**src/rtl/bcd2bin_seq.sv**
```systemverilog
// bcd2bin_seq: two-digit BCD to 7-bit binary via seven reverse double-dabble iterations.
// Define BCD2BIN_RANGE_CHECK_EN to add the err port and short-circuit invalid digits.
module bcd2bin_seq (
  input  logic       clk,
  input  logic       reset,
  input  logic       start,
  input  logic [3:0] tens,
  input  logic [3:0] ones,
  output logic [6:0] bin,
  output logic       busy,
  output logic       done
`ifdef BCD2BIN_RANGE_CHECK_EN
  ,
  output logic       err
`endif
);
  typedef enum logic [1:0] {IDLE, SHIFT, DONE} state_t;
  state_t      state, state_nx;
  logic [7:0]  bcd, bcd_nx;
  logic [6:0]  sh, sh_nx, bin_nx;
  logic [2:0]  cnt, cnt_nx;
  logic [14:0] shr;
  logic [3:0]  hi, lo;
  logic        cap, bad;
  assign shr  = {1'b0, bcd, sh[6:1]};
  assign hi   = shr[14:11] >= 4'd8 ? shr[14:11] - 4'd3 : shr[14:11];
  assign lo   = shr[10:7]  >= 4'd8 ? shr[10:7]  - 4'd3 : shr[10:7];
  assign cap  = state != SHIFT && start;
  assign busy = state == SHIFT;
  assign done = state == DONE;
`ifdef BCD2BIN_RANGE_CHECK_EN
  assign bad = tens > 4'd9 || ones > 4'd9;
`else
  assign bad = 1'b0;
`endif
  always_comb begin
    state_nx = state;
    bcd_nx   = bcd;
    sh_nx    = sh;
    cnt_nx   = cnt;
    bin_nx   = bin;
    if (cap) begin
      bcd_nx   = {tens, ones};
      sh_nx    = '0;
      cnt_nx   = '0;
      state_nx = bad ? DONE : SHIFT;
      bin_nx   = bad ? 7'd0 : bin;
    end else if (state == SHIFT) begin
      bcd_nx   = {hi, lo};
      sh_nx    = shr[6:0];
      cnt_nx   = cnt + 3'd1;
      state_nx = cnt == 3'd6 ? DONE : SHIFT;
      bin_nx   = cnt == 3'd6 ? shr[6:0] : bin;
    end else if (state == DONE) begin
      state_nx = IDLE;
    end
  end
  always_ff @(posedge clk or posedge reset) begin
    if (reset) begin
      state <= IDLE;
      bcd   <= '0;
      sh    <= '0;
      cnt   <= '0;
      bin   <= '0;
    end else begin
      state <= state_nx;
      bcd   <= bcd_nx;
      sh    <= sh_nx;
      cnt   <= cnt_nx;
      bin   <= bin_nx;
    end
  end
`ifdef BCD2BIN_RANGE_CHECK_EN
  always_ff @(posedge clk or posedge reset) begin
    if (reset)    err <= 1'b0;
    else if (cap) err <= bad;
  end
`endif
endmodule

```
**config.mk**
```make
export PLATFORM = sky130hd
export DESIGN_NAME = bcd2bin_seq
export DESIGN_NICKNAME = d
export VERILOG_FILES = /design/src/rtl/bcd2bin_seq.sv
export SDC_FILE = /design/constraint.sdc
export NUM_CORES = 1
export LEC_CHECK = 0
export ABC_AREA = 1
export BUFFER_PORTS_ARGS = -buffer_cell sky130_fd_sc_hd__buf_2
export CAP_MARGIN = 20
export CELL_PAD_IN_SITES_DETAIL_PLACEMENT = 0
export CELL_PAD_IN_SITES_GLOBAL_PLACEMENT = 1
export CORE_AREA = 2 2 55 57
export DETAILED_ROUTE_END_ITERATION = 16
export DIE_AREA = 0 0 57 59
export PLACE_DENSITY = 0.85
export SKIP_LAST_GASP = 1
export SYNTH_ARGS = -nofsm -noshare
export SYNTH_HDL_FRONTEND = slang
export SYNTH_SLANG_ARGS = --single-unit
export TNS_END_PERCENT = 1
```
**constraint.sdc**
```tcl
create_clock -name clk -period 2.3 [get_ports clk]
set_clock_uncertainty 0.05 [all_clocks]
set_input_delay 0 -clock clk [delete_from_list [all_inputs] [get_ports clk]]
set_output_delay 0 -clock clk [all_outputs]
set_load 0.005 [all_outputs]
```
==> metrics, run 1 <==
detailed-route wire length ~2300 microns; Slowest-stage cell, CP dfrtp_1; number of synthesized flops with an enable pin 0; I/O Buffers 19; power per cell area about 1200 mW/mm^2; Num CTS Buffers 3; Final Worst Setup Slack between 500 and 600 ps; yosys warns 0; clock latency on the worst-skew pair about 320 ps; Global Route Usage Sum 15.2%; synth top area cells dfrtp_1, nand2_1, ha_1, o21ai_0, inv_1; Logic pwr share about two fifths; worst-case reg-to-reg path depth 6; unrepaired setup endpoints after global routing no; layout cells sized above 1 19.2%; Synth cell types 19; CORE AREA around 0.0027 sq mm; row count 19; Initial Utilization a little over two fifths; register area around 650 sq um; flop2flop setup slack roughly 560 ps; vias in the first global route around 870; Mean Syn Cell Area 9.50 sq um; global-route wire length before repair ~4000 microns; worst hold stages 4; CP endpoint kind flop; CP arrival around 1900 ps; crit path kind flop to flop; WL/cell between 10 and 15 microns; dpl ws about 560 ps; Gate Count Post-Synth 125; root buffer cell clkbuf_4; Yosys top cell by area dfrtp_1; Synth async-reset ratio 100%; internal power 0.00108 W; clk sinks 26; Yosys top cell area share a little over half; fmax between 500 and 600 MHz; design area 0.00146 sq mm; sequential element share of the synthesized area between 50 and 60%; peak supply drop around 0.73 mV; clock-pin slew on the worst setup and hold paths 140 ps; Die Wd around 57 microns; Seq pwr share 43.3%; status finished clean; Slew @ Worst Pin roughly 540 ps; P_leak roughly 0.75 nW; largest net degree at the start of global routing 27; predominant post-synthesis flop cell dfrtp_1; post-route ant nets 0; initial antenna violation count 0; maxcap violations 0; worst hold path class primary input to flop; sw frac between 30% and 40%; GP Congestion 0.704; Slew HR 64.2%; Tmin final approximately 1700 ps; Nets between 150 and 200; Final Max Slew Viols 0; total die area between 0.003 and 0.004 sq mm; cell area after synthesis 0.00119 sq mm; max incr delay on CP ~430 ps; worst hold slack roughly 15 ps; Most Frequent Cell on Critical Path nand3_1; Post-DP Area roughly 0.0013 sq mm; final worst path period share between 70% and 80%; Vias 924; total global routing overflow 0; Net Switching roughly 0.00065 W; final setup vio count 0; CP Data Required Time 2470 ps; multi-input gate area in the final layout roughly 430 sq um; DPL Wire Length approximately 1600 microns; via density per instance around 4.9; fill count ~270; IO Count 20; post-route insts no fill 187; clock share of power between 10% and 20%; Detailed Routing Iterations Pass 1 4; Hold Fails Final Rpt 0; Layout area overhead 22.9%; Worst Path Max Fanout 16; chip height between 50 and 60 microns; syn nets ~140; DRC Markers 0; Resize count post-CTS 0; crit-path cells inv_1 > ha_1 > buf_4 > nand3_1 > nand3_1 > o21ai_0; Post-Place Cells ~170; number of synthesized register bits 26; Worst setup SP type flop; CTS tree done; clock buffer depth 2; Ant. Diodes 0; initial DRC count 19; H-tree depth 1; Sum Neg Setup Slack 0 ps
==> final timing paths <==
| check | start | end |
|---|---|---|
| worst min-delay path | start | cnt[0] |
| max in group asynchronous | reset | bcd[3] |
| worst max-delay path | state[1] | state[0] |
| worst max register to register | state[1] | state[0] |
| min in group asynchronous | reset | bin[0] |
| worst min register to register | bin[1] | bin[1] |
==> logic make-up after synthesis <==
logic type,after synthesis,synth area share (%)
multiplexers,1,0.843
AO/OA/AOI/OAI,25,12.1
buffers and inverters,22,8.75
flip-flops,26,54.8
AND/OR/NAND/NOR,45,17.2
adder cells (fa/ha/maj),6,6.32
==> placed cells by master (no fill, tap or decap) <==
cell,synthesis,routed
o211ai_1,3,3
clkbuf_4,0,3
a22o_1,1,1
o21ai_1,1,1
o21ai_0,13,13
nand2_1,32,32
dfrtp_1,26,26
nor2_1,2,2
buf_8,0,1
inv_1,16,16
bufinv_16,0,1
ha_1,6,6
buf_2,1,19
buf_4,0,1
nor2_4,1,1
inv_6,1,1
inv_2,2,2
nor2_8,1,1
nand3_1,9,9
mux2i_1,1,1
dlygate4sd3_1,0,9
a21oi_1,1,1
o22ai_1,6,6
==> sequential cells by signal (all words and copies together) (netlist names) <==
register  flops
sh            6
bcd           8
bin           7
state         2
cnt           3
==> power by group through the flow <==
stage                     Combinational [W]  Clock [W]  Sequential (W)
final                              0.000677   0.000309        0.000753
after global routing               0.000782   0.000340        0.000775
after CTS                          0.000680   0.000314        0.000753
after detailed placement           0.000662          0        0.000764
after global placement             0.000643          0        0.000753
after floorplan                    0.000505          0        0.000741
==> worst max-delay path, delay by kind of cell (launching register included) <==
family                     cells  cell delay, ps
and+or+nand+nor                2             620
DFF                            1             430
buffers and inverters          2             310
adders and majority gates      1             140
AOI/OAI and AO/OA              1             100
==> layout make-up <==
cell class	count	area share (%)
clock buffer	3	1.54
clock inverter	1	2.06
inverter	19	5.23
multi-input combinational	77	29.7
sequential	26	44.6
tap	31	2.66
timing repair buffer	30	14.2
==> metal layers <==
layer,global-route usage (%),vias up,part of all wire (%)
met4,3.99,0,1.2
met2,24.5,20,47
met3,2.84,4,4.0
li1,-,470,-
met5,0,-,0
met1,21.4,430,48
==> cell usage after synthesis, types with 2 or more instances <==
cell	instances
ha_1	6
dfrtp_1	26
nor2_1	2
inv_2	2
o21ai_0	13
nand3_1	9
o211ai_1	3
buf_6	2
inv_1	16
o22ai_1	6
nand2_1	32
==> stage by stage <==
step	power (W)	util, %
final	0.00174	53.8
after global routing	0.00190	53.8
after CTS	0.00175	53.3
after detailed placement	0.00143	48.0
after global placement	0.00140	48.0
after floorplan	0.00125	-
==> timing repair <==
| item | 4_1_cts | 5_1_grt |
|---|---|---|
| buffers inserted | 0 | 0 |
| hold buffers | 9 | 0 |
| endpoints found under the hold margin | 34 | 0 |
No activity file was read; power rests on OpenSTA's default activity.
==> run 2, diff against run 1 <==
--- a/config.mk
+++ b/config.mk
@@ -10,10 +10,10 @@
 export CAP_MARGIN = 20
 export CELL_PAD_IN_SITES_DETAIL_PLACEMENT = 0
 export CELL_PAD_IN_SITES_GLOBAL_PLACEMENT = 1
-export CORE_AREA = 2 2 55 57
+export CORE_AREA = 2 2 57 59
 export DETAILED_ROUTE_END_ITERATION = 16
-export DIE_AREA = 0 0 57 59
-export PLACE_DENSITY = 0.85
+export DIE_AREA = 0 0 59 61
+export PLACE_DENSITY = 0.8
 export SKIP_LAST_GASP = 1
 export SYNTH_ARGS = -nofsm -noshare
 export SYNTH_HDL_FRONTEND = slang
==> constraint.sdc (replaced) <==
create_clock -name clk -period 1.77 [get_ports clk]
set_clock_uncertainty 0.05 [all_clocks]
set_input_delay 0 -clock clk [delete_from_list [all_inputs] [get_ports clk]]
set_output_delay 0 -clock clk [all_outputs]
set_load 0.005 [all_outputs]
==> run 2 against run 1 <==
Wire length fell by 3.8%. Combinational power is 27% higher. First-iteration DRC count is 42% lower. Via count shrank 0.65%. Clock power up 30%. Hold slack better by 200 ps. Sequential share of layout area down 0.15 points. Critical path depth increased by 2. Non-clock buffer count increased by 1. Core utilization shrank 4.3 points.
==> metrics, run 2 (synthesis results as in run 1) <==
CP endpoint kind flop; initial antenna violation count 0; via density per instance slightly below 5; crit path kind flop to flop; met3 Use GR about 2.6%; Ant. Diodes 0; met2 Usage GRT approximately a quarter; CTS tree done; final setup vio count 0; clock latency on the worst-skew pair roughly 320 ps; chip height between 60 and 70 microns; final worst path period share a little under nine tenths; Num CTS Buffers 3; power per cell area between 1500 and 2000 mW/mm^2; Slew @ Worst Pin 466 ps; IO Count 20; row count 20; clk sinks 26; root buffer cell clkbuf_4; post-route ant nets 0; largest net degree at the start of global routing 27; I/O Buffers 19; initial DRC count 11; total global routing overflow 0; Vias between 900 and 1000; WL/cell 11.7 microns; global-route wire length before repair around 3900 microns; unrepaired setup endpoints after global routing no; total die area around 0.0036 sq mm; most common cell after layout, fill and taps aside nand2_1; Sum Neg Setup Slack 0 ps; Worst Path Max Fanout 11; detailed-route wire length 2210 microns; max reg flops 8; largest registers bcd: 8 flops, bin: 7 flops, sh: 6 flops; most used cells in the layout excluding fill and tap cells nand2_1, dfrtp_1, buf_2; vias in the first global route slightly above 900; Core Util, Final around half; layout cells sized above 1 a little under a fifth; Die Wd approximately 60 microns; met1 Resource Use GR 18.3%; H-tree depth 1; DPL Wire Length roughly 1600 microns; clock buffer depth 2; GP Congestion approximately 0.76; clock-pin slew on the worst setup and hold paths ~140 ps; GRT busiest layer met2; largest register by flop count bcd; Tmin final approximately 1500 ps; CORE AREA 0.00295 sq mm; worst hold path class primary input to asynchronous set/reset pin; design area between 0.001 and 0.0015 sq mm; Initial Utilization roughly two fifths; peak supply drop between 0.6 and 0.7 mV; post-CTS setup buffer count 0; P_leak 0.752 nW; Resize count post-CTS 0; fmax between 600 and 700 MHz; CP Data Required Time between 1500 and 2000 ps; status finished clean; Worst setup SP type flop; maxcap violations 0; Nets 175; CP arrival around 1700 ps; Global Route Usage Sum 14.6%; Slew HR ~70%; Post-DP Area approximately 0.0013 sq mm; DRC Markers 0; Hold Fails Final Rpt 0; Detailed Routing Iterations Pass 1 4; fill count 300; Layout area overhead 23.3%; Final Max Slew Viols 0
-- run 2: changes by cell type in the layout (fill, tap and decap cells not counted) --
cell / previous run / this run
buf_4: 1 / 2
buf_8: 1 / 0
dlygate4sd3_1: 9 / 10
-- run 2: stage by stage --
step | setup slack, ps | power (W) | hold slack [ps] | instances
global placement | 298 | 0.00182 | 16.2 | 176
detailed placement | 277 | 0.00185 | 18.9 | 176
finish | 262 | 0.00224 | 210 | 190
CTS | 233 | 0.00228 | 193 | 190
floorplan | 423 | 0.00162 | -9.98 | 125
global route | 124 | 0.00246 | 217 | 190
-- run 2: area by class of cell --
type | count | area (sq um) | share of cell area [%]
flip-flops and latches | 26 | 651 | 44.4
multi-input cells | 77 | 433 | 29.6
repair buffers | 31 | 210 | 14.4
inverters | 19 | 76.3 | 5.21
well taps | 33 | 41.3 | 2.82
clock inverters | 1 | 30.0 | 2.05
clock buffers | 3 | 22.5 | 1.54
-- run 2: report_power, final --
part	internal, W	leakage (nW)	switching, W	total, W
clock network	0.000229	0.0279	0.000174	0.000403
registers	0.000837	0.337	0.000137	0.000973
logic	0.000345	0.388	0.000516	0.000861
-- run 2: worst paths after layout --
| check | cells after the start | endpoint | start | slack, ps |
|---|---|---|---|---|
| worst max-delay path | 8 | state[0] | state[1] | 260 |
| worst min-delay path | 4 | bcd[0] | reset | 210 |
| worst max register to register | 8 | state[0] | state[1] | 260 |
| worst min register to register | 1 | cnt[2] | cnt[2] | 450 |
| max in group asynchronous | 4 | bin[6] | reset | 1210 |
| min in group clk | 4 | bcd[1] | ones[1] | 370 |
-- run 2: repair_timing --
item,in CTS,in global routing
endpoints found under the hold margin,35,0
hold buffers,10,0
endpoints found under the setup margin,0,0
-- run 2: layer usage --
layer  vias up  share of wire (%)
li1        471                  -
met1       422                 46
met2        23                 49
met3         2                3.9
met5         -                  0
met4         0               0.68
-- run 2: worst max-delay path, cell delays in order (launching register included) --
cell and delay [ps]:
dfrtp_1 420, inv_1 60, ha_1 160, buf_4 240, inv_6 70, nand2_1 140, nand2_1 80, nand3_1 70
o21ai_0 100
